==> src/rtl/breakout_game_ctrl.sv <==
// breakout_game_ctrl
//   Game-flow controller for the Breakout display path. It turns graph-unit
//   event pulses (paddle/brick hit, miss) and the per-frame tick into the
//   graphics freeze control, the ball count, a packed BCD score, the level
//   number and a brick-field reload pulse. All outputs are registered.
//
// Ports
//   clk, reset      system clock, asynchronous active-high reset
//   frame_tick      one-clk pulse per video frame
//   start           start/launch key (level); a rising edge is one launch
//   paddle_hit      ball hit paddle (no effect on game flow)
//   brick_hit       ball destroyed one brick
//   miss            ball left the bottom edge
//   state           0 NEWGAME, 1 PLAY, 2 NEWBALL, 3 LEVELUP, 4 OVER
//   gra_still       1 = graph unit freezes the ball
//   balls_left      remaining balls
//   score           packed BCD, digit 0 in the LSBs, saturates at all-9s
//   level           current level, 0-based, saturates at MAX_LEVEL
//   bricks_reload   one-clk pulse: restore the brick field
//   game_over       high in OVER
//   hiscore         (only with BREAKOUT_HISCORE_EN) best final score
//
// Build option: define BREAKOUT_HISCORE_EN to add the hiscore output.

module breakout_game_ctrl #(
    parameter int unsigned LIVES        = 3,
    parameter int unsigned SCORE_DIGITS = 4,
    parameter int unsigned BRICKS       = 40,
    parameter int unsigned PAUSE_FRAMES = 60,
    parameter int unsigned MAX_LEVEL    = 7
) (
    input  logic                      clk,
    input  logic                      reset,
    input  logic                      frame_tick,
    input  logic                      start,
    input  logic                      paddle_hit,
    input  logic                      brick_hit,
    input  logic                      miss,
    output logic [2:0]                state,
    output logic                      gra_still,
    output logic [3:0]                balls_left,
    output logic [4*SCORE_DIGITS-1:0] score,
    output logic [2:0]                level,
    output logic                      bricks_reload,
    output logic                      game_over
`ifdef BREAKOUT_HISCORE_EN
    ,
    output logic [4*SCORE_DIGITS-1:0] hiscore
`endif
);

    localparam int unsigned SW = 4 * SCORE_DIGITS;
    // Counter may briefly hold BRICKS+1 if a hit lands while a deferred
    // level-complete is still pending.
    localparam int unsigned CW = $clog2(BRICKS + 2);
    localparam int unsigned TW = $clog2(PAUSE_FRAMES + 1);

    typedef enum logic [2:0] {
        S_NEWGAME = 3'd0,
        S_PLAY    = 3'd1,
        S_NEWBALL = 3'd2,
        S_LEVELUP = 3'd3,
        S_OVER    = 3'd4
    } state_t;

    state_t          st, st_nx;
    logic            start_q;
    logic            launch;
    logic [CW-1:0]   brick_cnt, cnt_nx, cnt_inc;
    logic [TW-1:0]   timer, timer_nx;
    logic [3:0]      balls_nx;
    logic [SW-1:0]   score_nx;
    logic [2:0]      level_nx;
    logic            reload_nx;
    logic            unused_paddle;

    // paddle_hit only feeds sound/debug elsewhere.
    assign unused_paddle = paddle_hit;

    assign launch  = start & ~start_q;
    assign cnt_inc = brick_cnt + CW'(brick_hit);
    assign state   = st;

    // Ripple BCD add of a small increment; carry out of the top digit pins
    // the score at all-9s instead of wrapping.
    function automatic logic [SW-1:0] bcd_add_sat(input logic [SW-1:0] a,
                                                  input logic [3:0]    inc);
        logic [4:0]    carry;
        logic [4:0]    sum;
        logic [SW-1:0] r;
        carry = {1'b0, inc};
        r     = '0;
        for (int unsigned i = 0; i < SCORE_DIGITS; i++) begin
            sum = {1'b0, a[4*i +: 4]} + carry;
            if (sum > 5'd9) begin
                r[4*i +: 4] = 4'(sum - 5'd10);
                carry       = 5'd1;
            end else begin
                r[4*i +: 4] = sum[3:0];
                carry       = 5'd0;
            end
        end
        if (carry != 5'd0)
            r = {SCORE_DIGITS{4'h9}};
        return r;
    endfunction

    always_comb begin
        st_nx     = st;
        cnt_nx    = brick_cnt;
        timer_nx  = timer;
        balls_nx  = balls_left;
        score_nx  = score;
        level_nx  = level;
        reload_nx = 1'b0;
        case (st)
            S_NEWGAME: begin
                if (launch) begin
                    balls_nx  = 4'(LIVES);
                    score_nx  = '0;
                    level_nx  = '0;
                    cnt_nx    = '0;
                    reload_nx = 1'b1;
                    st_nx     = S_PLAY;
                end
            end
            S_PLAY: begin
                if (brick_hit) begin
                    score_nx = bcd_add_sat(score, {1'b0, level} + 4'd1);
                    cnt_nx   = cnt_inc;
                end
                // A miss takes priority over level completion; the counter is
                // left at its full value so the check fires on return to PLAY.
                if (miss) begin
                    balls_nx = balls_left - 4'd1;
                    timer_nx = '0;
                    st_nx    = (balls_left == 4'd1) ? S_OVER : S_NEWBALL;
                end else if (cnt_inc >= CW'(BRICKS)) begin
                    cnt_nx   = '0;
                    timer_nx = '0;
                    st_nx    = S_LEVELUP;
                end
            end
            S_NEWBALL, S_LEVELUP: begin
                if (frame_tick)
                    timer_nx = timer + TW'(1);
                if (launch || (frame_tick && timer == TW'(PAUSE_FRAMES - 1))) begin
                    st_nx = S_PLAY;
                    if (st == S_LEVELUP) begin
                        level_nx  = (level < 3'(MAX_LEVEL)) ? level + 3'd1 : level;
                        reload_nx = 1'b1;
                    end
                end
            end
            S_OVER: begin
                if (launch)
                    st_nx = S_NEWGAME;
            end
            default: st_nx = S_NEWGAME;
        endcase
    end

    always_ff @(posedge clk or posedge reset) begin
        if (reset) begin
            st            <= S_NEWGAME;
            start_q       <= 1'b0;
            brick_cnt     <= '0;
            timer         <= '0;
            balls_left    <= 4'(LIVES);
            score         <= '0;
            level         <= '0;
            bricks_reload <= 1'b0;
            gra_still     <= 1'b1;
            game_over     <= 1'b0;
        end else begin
            st            <= st_nx;
            start_q       <= start;
            brick_cnt     <= cnt_nx;
            timer         <= timer_nx;
            balls_left    <= balls_nx;
            score         <= score_nx;
            level         <= level_nx;
            bricks_reload <= reload_nx;
            gra_still     <= (st_nx != S_PLAY);
            game_over     <= (st_nx == S_OVER);
        end
    end

`ifdef BREAKOUT_HISCORE_EN
    // With every digit in 0..9, packed BCD orders the same as plain binary.
    always_ff @(posedge clk or posedge reset) begin
        if (reset)
            hiscore <= '0;
        else if (st_nx == S_OVER && st != S_OVER && score_nx > hiscore)
            hiscore <= score_nx;
    end
`endif

endmodule

==> config.mk <==
export PLATFORM = sky130hd
export DESIGN_NAME = breakout_game_ctrl
export DESIGN_NICKNAME = d
export VERILOG_FILES = /design/src/rtl/breakout_game_ctrl.sv
export SDC_FILE = /design/constraint.sdc
export NUM_CORES = 1
export LEC_CHECK = 0
export CAP_MARGIN = 20
export CORE_ASPECT_RATIO = 2
export CORE_MARGIN = 2
export CORE_UTILIZATION = 30
export CTS_CLUSTER_SIZE = 10
export DETAILED_ROUTE_END_ITERATION = 12
export PLACE_DENSITY_LB_ADDON = 0.3
export SYNTH_ARGS = -nofsm -noshare
export SYNTH_HDL_FRONTEND = slang
export SYNTH_SLANG_ARGS = --single-unit
==> constraint.sdc <==
create_clock -name clk -period 6.1 [get_ports clk]
set_input_delay 1.83 -clock clk [delete_from_list [all_inputs] [get_ports clk]]
set_output_delay 1.83 -clock clk [all_outputs]
set_load 0.005 [all_outputs]
Word-level counts from Yosys, hierarchy flattened
Index checks and enable logic that the tools add are counted.

storage, ports and cells
  word-level logic and storage cells = 108
  output and inout port bits = 29
  register bits = 42
  input bits = 7

cells by class
  bitwise operators = 2
  add/sub/neg operators = 13
  equal/unequal tests = 16
  reductions and logical operators = 13
  $lt $le $gt $ge = 6
  muxes and demuxes = 48

operators by type and width
  kind                                                                              count
  16-bit 2-to-1 mux                                                                 3
  6-bit 2-to-1 mux                                                                  7
  5-bit 2-to-1 mux                                                                  8
  16-bit case mux with 2 select lines                                               1
  3-bit 2-to-1 mux                                                                  10
  4-bit 2-to-1 mux                                                                  6
  6-bit case mux with 2 select lines                                                2
  5-bit by 4-bit greater-than comparator with 1-bit output (second input constant)  4
  4-bit subtractor (second input constant)                                          4
  4-bit by 5-bit adder with 5-bit output                                            3
  2-bit != test (second input constant)                                             7
  3-bit case mux with 4 select lines                                                1
  3-bit AND reduction                                                               3
  4-bit case mux with 2 select lines                                                1
  1-bit 2-to-1 mux                                                                  7
  6-bit by 1-bit adder with 6-bit output                                            1
  6-bit by 1-bit adder with 6-bit output (second input constant)                    1
  3-bit by 2-bit == test with 1-bit output (second input constant)                  2
  3-bit == test (second input constant)                                             2
  6-bit == test (second input constant)                                             1
  6-bit greater-or-equal comparator (second input constant)                         1
  3-bit case mux with 2 select lines                                                1
  2-bit nonzero test                                                                3
  4-bit by 4-bit adder with 5-bit output                                            1
  18 further kinds                                                                  18

Longest topological paths before layout
  word-level depth = 25
  gate-level depth with buffers = 29
  mapped depth without buffers = 25

Worst setup path before layout
Ideal clock, no wire load.

  path type = flip-flop to flip-flop
  start point = register level[0]
  end point = register score[1]
  period minus slack after synthesis = 5.839 ns
  arrival = 5.759 ns
  buffers on the path = 2
  cell stages (with the launch flop) = 28
  required time = 6.020 ns
  library setup time = 0.080 ns
  slack = 0.261 ns
  path through = dfrtp_1 inv_1 ha_1 inv_1 fa_1 clkbuf_1 nor3b_1 o21ai_0 a31oi_1 nor2_1 ha_1 ha_1 inv_1 a21oi_1 a2bb2oi_1 ha_1 ha_1 clkbuf_1 o21a_1 nor2_1 a311oi_2 ha_1 ha_1 or2_2 a211oi_4 nor2_2 or4_1 o211ai_2

on the way
  cells in the longest elaborated chain, start to end = 25
  elaborated cells on any way between the ends = 27
  those cells by class = add/sub: 6; order compare: 4; mux: 16; reduce/logical: 1

ends and longest elaborated chain
  element                                                   line  RTL
  from (decl)                                               43    output logic [2:0] level,
  from (signal assigned)                                    182   level <= level_nx;
  3-bit by 1-bit adder with 4-bit output *                  129   score_nx = bcd_add_sat(score, {1'b0, level} + 4'd1);
  4-bit by 4-bit adder with 5-bit output *                  94    sum = {1'b0, a[4*i +: 4]} + carry;
  5-bit by 4-bit greater-than comparator with 1-bit output  95    if (sum > 5'd9) begin
  1-bit 2-to-1 mux                                          95
  5-bit 2-to-1 mux                                          128   if (brick_hit) begin
  5-bit 2-to-1 mux                                          116   case (st)
  4-bit by 5-bit adder with 5-bit output                    94
  5-bit by 4-bit greater-than comparator with 1-bit output  95
  (+9 left out)                                             --
  5-bit by 4-bit greater-than comparator with 1-bit output  95
  1-bit 2-to-1 mux                                          95
  5-bit 2-to-1 mux                                          128
  5-bit 2-to-1 mux                                          116
  5-bit nonzero test                                        103   if (carry != 5'd0)
  16-bit 2-to-1 mux *                                       103
  16-bit 2-to-1 mux *                                       128
  16-bit case mux with 2 select lines *                     116
  to (signal assigned)                                      181   score <= score_nx;
  to (decl)                                                 42    output logic [4*SCORE_DIGITS-1:0] score,

Mark *: on every way between the ends. The rest lies on a longest branch, timed or not. The select of a mux whose other input is x is not followed.
A chain may end at the register's enable or synchronous reset.

Worst setup path in the final report
  start point = register score[0]
  end point = register score[10]

on the way
  cells in the longest elaborated chain, start to end = 24
  elaborated cells on any way between the ends = 26
  those cells by class = add/sub: 5; order compare: 4; mux: 16; reduce/logical: 1

ends and longest elaborated chain
  element                                                     line
  4-bit by 4-bit adder with 5-bit output *                    94
  5-bit by 4-bit greater-than comparator with 1-bit output *  95
  1-bit 2-to-1 mux *                                          95
  5-bit 2-to-1 mux *                                          128
  5-bit 2-to-1 mux *                                          116
  4-bit by 5-bit adder with 5-bit output *                    94
  5-bit by 4-bit greater-than comparator with 1-bit output *  95
  1-bit 2-to-1 mux *                                          95
  (+8 left out)                                               --
  5-bit by 4-bit greater-than comparator with 1-bit output    95
  1-bit 2-to-1 mux                                            95
  5-bit 2-to-1 mux                                            128
  5-bit 2-to-1 mux                                            116
  5-bit nonzero test                                          103
  16-bit 2-to-1 mux *                                         103
  16-bit 2-to-1 mux *                                         128
  16-bit case mux with 2 select lines *                       116

Marks and branches as above.

==> metrics.md <==
| Metric | Value |
|---|---|
| Outcome | completed |
| FILL cells | 979 |
| Antenna-violating nets left | 0 |
| GRT overflow | 0 |
| FF+latch count, synth | 42 |
| Ys Warns | 0 |
| First-pass GRT wire length | 12160 um |
| CP max stage cell | or4b_1 |
| CTS clk-pin slew, worst paths | 0.06 ns |
| Top post-synthesis cells by count | 39 x dfrtp_1, 29 x nand2_1, 29 x nor2_1 |
| Main synth FF type | dfrtp_1 |
| CP bufs+invs | 3 |
| Total negative setup slack | 0 ns |
| CTS HTree Levels | 2 |
| Nets | 373 |
| Detailed Route WL | 7142 um |
| Gr busiest metal | met2 |
| Worst setup SP type | flop |
| Clock latency on the worst-skew pair | 0.28 ns |
| Minimum clock period | 5.666 ns |
| Cell mode on critical path | ha_1 |
| Critical Path RT | 6.30 ns |
| Setup crit end kind | flop |
| PortBufs | 34 |
| CTS root buffer | clkbuf_16 |
| CTS sink cnt | 42 |
| Worst-margin pin slew | 0.8111 ns |
| M1 GR Usage | 15.36% |
| Total track usage | 15.03% |
| Worst Path Max Fanout | 9 |
| Ranking of synthesized cells by area | dfrtp_1 35%, ha_1 8.0%, nand2_1 3.9%, nor2_1 3.9%, o21ai_0 3.4% |
| Finish-stage setup viols | 0 |
| VDD IR max | 0.0001891 V |
| GPL Wtd Cong | 0.8209 |
| Cells after DPL | 444 |
| Layout area overhead | 23.63% |
| Synth unique cells | 61 |
| Switching pwr | 0.5680 mW |
| Die width | 72.59 um |
| Largest area contributor in the netlist | dfrtp_1 |
| CP peak stage delay | 0.51 ns |
| Post-synthesis cell count | 313 |
| Placed cell area | 3291 sq um |
| Share of cells above drive strength 1 | 12.93% |
| Max Slew Vio Count | 0 |
| Syn Nets | 339 |
| Slew Limit Headroom | 45.69% |
| Fin Clk Skew | 0.003281 ns |
| Max-capacitance violation count | 0 |
| Drt pass-1 iters | 4 |
| Final Hold Viols | 0 |
| Family with the most delay on the worst path | adder cells |
| Vias per cell | 5.449 |
| LEAKAGE | 1.493 nW |
| Met3 GRT Util | 2.287% |
| Remaining DRCs | 0 |
| WS Path Type | flop to flop |
| Initial DRC Count | 90 |
| Syn Area/Cell | 9.018 sq um |
| Worst path arrival time | 5.86 ns |
| Largest net degree at the start of global routing | 43 |
| Fin crit share | 92.88% |
| Initial Util | 30.49% |
| Sequential area share after synthesis | 37.37% |
| Detailed Place HPWL | 5459 um |
| Async S/R FF share, synth | 100.0% |
| Met2 usage | 29.19% |
| Postcts setup bufs | 0 |
| Comb power frac | 48.5% |
| Sw Share | 39.57% |
| Vias | 2463 |
| Cell with the most instances after synthesis | dfrtp_1 |
| I/O pins | 36 |
| Syn Std Cell Area | 2823 sq um |
| Post-route cell area | 3490 sq um |
| Initial antenna violation count | 0 |
| Clock network power share | 18.9% |
| Number of synthesized flops with an enable pin | 0 |
| Final std cells w/o fill | 452 |
| Clock tree buffer depth | 2 |
| Power per cell area | 411.4 nW/um^2 |
| CTS hold repair buffers | 0 |
| Synth top area share | 34.57% |
| CTS Buf Count | 5 |
| Sequential Power Share | 32.6% |
| Drt wl/cell | 15.80 um |
| Number of core rows | 50 |
| Antenna cells | 0 |
| Vias in the first global route | 2551 |
| Core Area | 9259 sq um |
| Pwr Total | 1.436 mW |
| Die height | 141.2 um |
| TritonCTS clock tree | yes |
| Die area | 10250 sq um |
| RSZ-0062 raised after global routing | false |
| F_max | 176.5 MHz |
| HP Class | flop to flop |
| Pint | 0.8675 mW |
registers in the layout, indices dropped and copies added, names as in the netlist, 3 cells and up:
register    cells
balls_left      4
level           3
score          16
timer           6
state           3
brick_cnt       6
stage by stage:
stage | worst slack, ns | hold slack (ns) | utilization, %
finish | 0.4345 | 0.5057 | 37.69
global route | 0.05659 | 0.5425 | 37.69
CTS | 0.02586 | 0.5144 | 37.24
detailed placement | 0.01275 | 0.5012 | 35.54
global placement | 0.1635 | 0.4941 | 35.54
floorplan | 0.2610 | 0.4637 | -
power by group through the flow:
stage	clock network, mW	logic [mW]	registers (mW)
final	0.271	0.696	0.469
after CTS	0.279	0.689	0.466
after detailed placement	0	0.683	0.469
after global placement	0	0.663	0.469
after global routing	0.289	0.780	0.485
after floorplan	0	0.439	0.444
placed cells by master (no fill, tap or decap), types with 2 or more instances in the layout:
master / netlist / routed
nand2b_1: 8 / 8
ha_1: 18 / 15
o21ai_0: 19 / 18
clkdlybuf4s50_1: 0 / 34
nor2_1: 29 / 29
o211ai_1: 5 / 5
nand4_1: 5 / 5
nor3b_2: 0 / 2
a32o_1: 2 / 2
dfstp_2: 3 / 3
mux2_2: 3 / 3
a211oi_4: 2 / 2
a31o_2: 2 / 2
nor3_1: 5 / 5
a21o_1: 4 / 4
clkbuf_16: 0 / 5
o21a_1: 2 / 2
mux2i_1: 4 / 4
inv_1: 13 / 13
a21oi_1: 16 / 16
a22o_1: 4 / 4
nand2_1: 29 / 29
or2_2: 3 / 3
xnor2_1: 7 / 7
nand3_1: 8 / 8
a311oi_1: 2 / 2
a31oi_1: 14 / 13
buf_4: 1 / 11
xor2_1: 6 / 6
ha_4: 0 / 2
nor2b_1: 8 / 8
dfrtp_1: 39 / 39
and2_1: 2 / 2
o21ai_1: 1 / 2
and3_1: 3 / 3
nand4b_1: 2 / 2
worst paths after layout:
| path | cells after the start | startpoint | end | slack [ns] |
|---|---|---|---|---|
| max | 25 | score[0] | score[10] | 0.43 |
| min | 1 | brick_cnt[5] | brick_cnt[5] | 0.51 |
| min reg2reg | 1 | brick_cnt[5] | brick_cnt[5] | 0.51 |
| max reg2reg | 25 | score[0] | score[10] | 0.43 |
| min in group asynchronous | 3 | reset | timer[5] | 1.98 |
| max in group asynchronous | 3 | reset | balls_left[1] | 3.75 |
logic make-up (layout without fill, tap and decap cells):
family,Yosys count,in the layout,synth area share [%]
xor gates and xnor gates,13,13,4.034
DFF,42,42,37.37
muxes,7,7,2.615
adders and majority gates,19,19,8.688
buffers and inverters,31,66,4.920
AOI/OAI and AO/OA,86,86,21.32
and+or+nand+nor,115,115,21.06
final cells by class:
cell class              count  area, sq um  area share [%]
multi-input cells         240         1682           48.19
inverters                  13        48.80           1.398
clock buffers               6        138.9           3.980
clock inverters             2        12.51          0.3586
flip-flops and latches     42         1055           30.23
repair buffers             45        422.9           12.12
well taps                 104        130.1           3.729
metal layers:
| layer | part of all wire [%] | routed length [um] | up-vias |
|---|---|---|---|
| li1 | - | - | 1201 |
| met3 | 2.8 | 199 | 11 |
| met1 | 36 | 2589 | 1204 |
| met5 | 0 | 0 | - |
| met2 | 59 | 4202 | 47 |
| met4 | 2.1 | 151 | 0 |
repair_timing:
item,CTS,global route
endpoints found under the setup margin,1,11
cloned,0,0
pin swaps,1,2
resized for setup,1,7
Power figures use the tool's default switching activity.
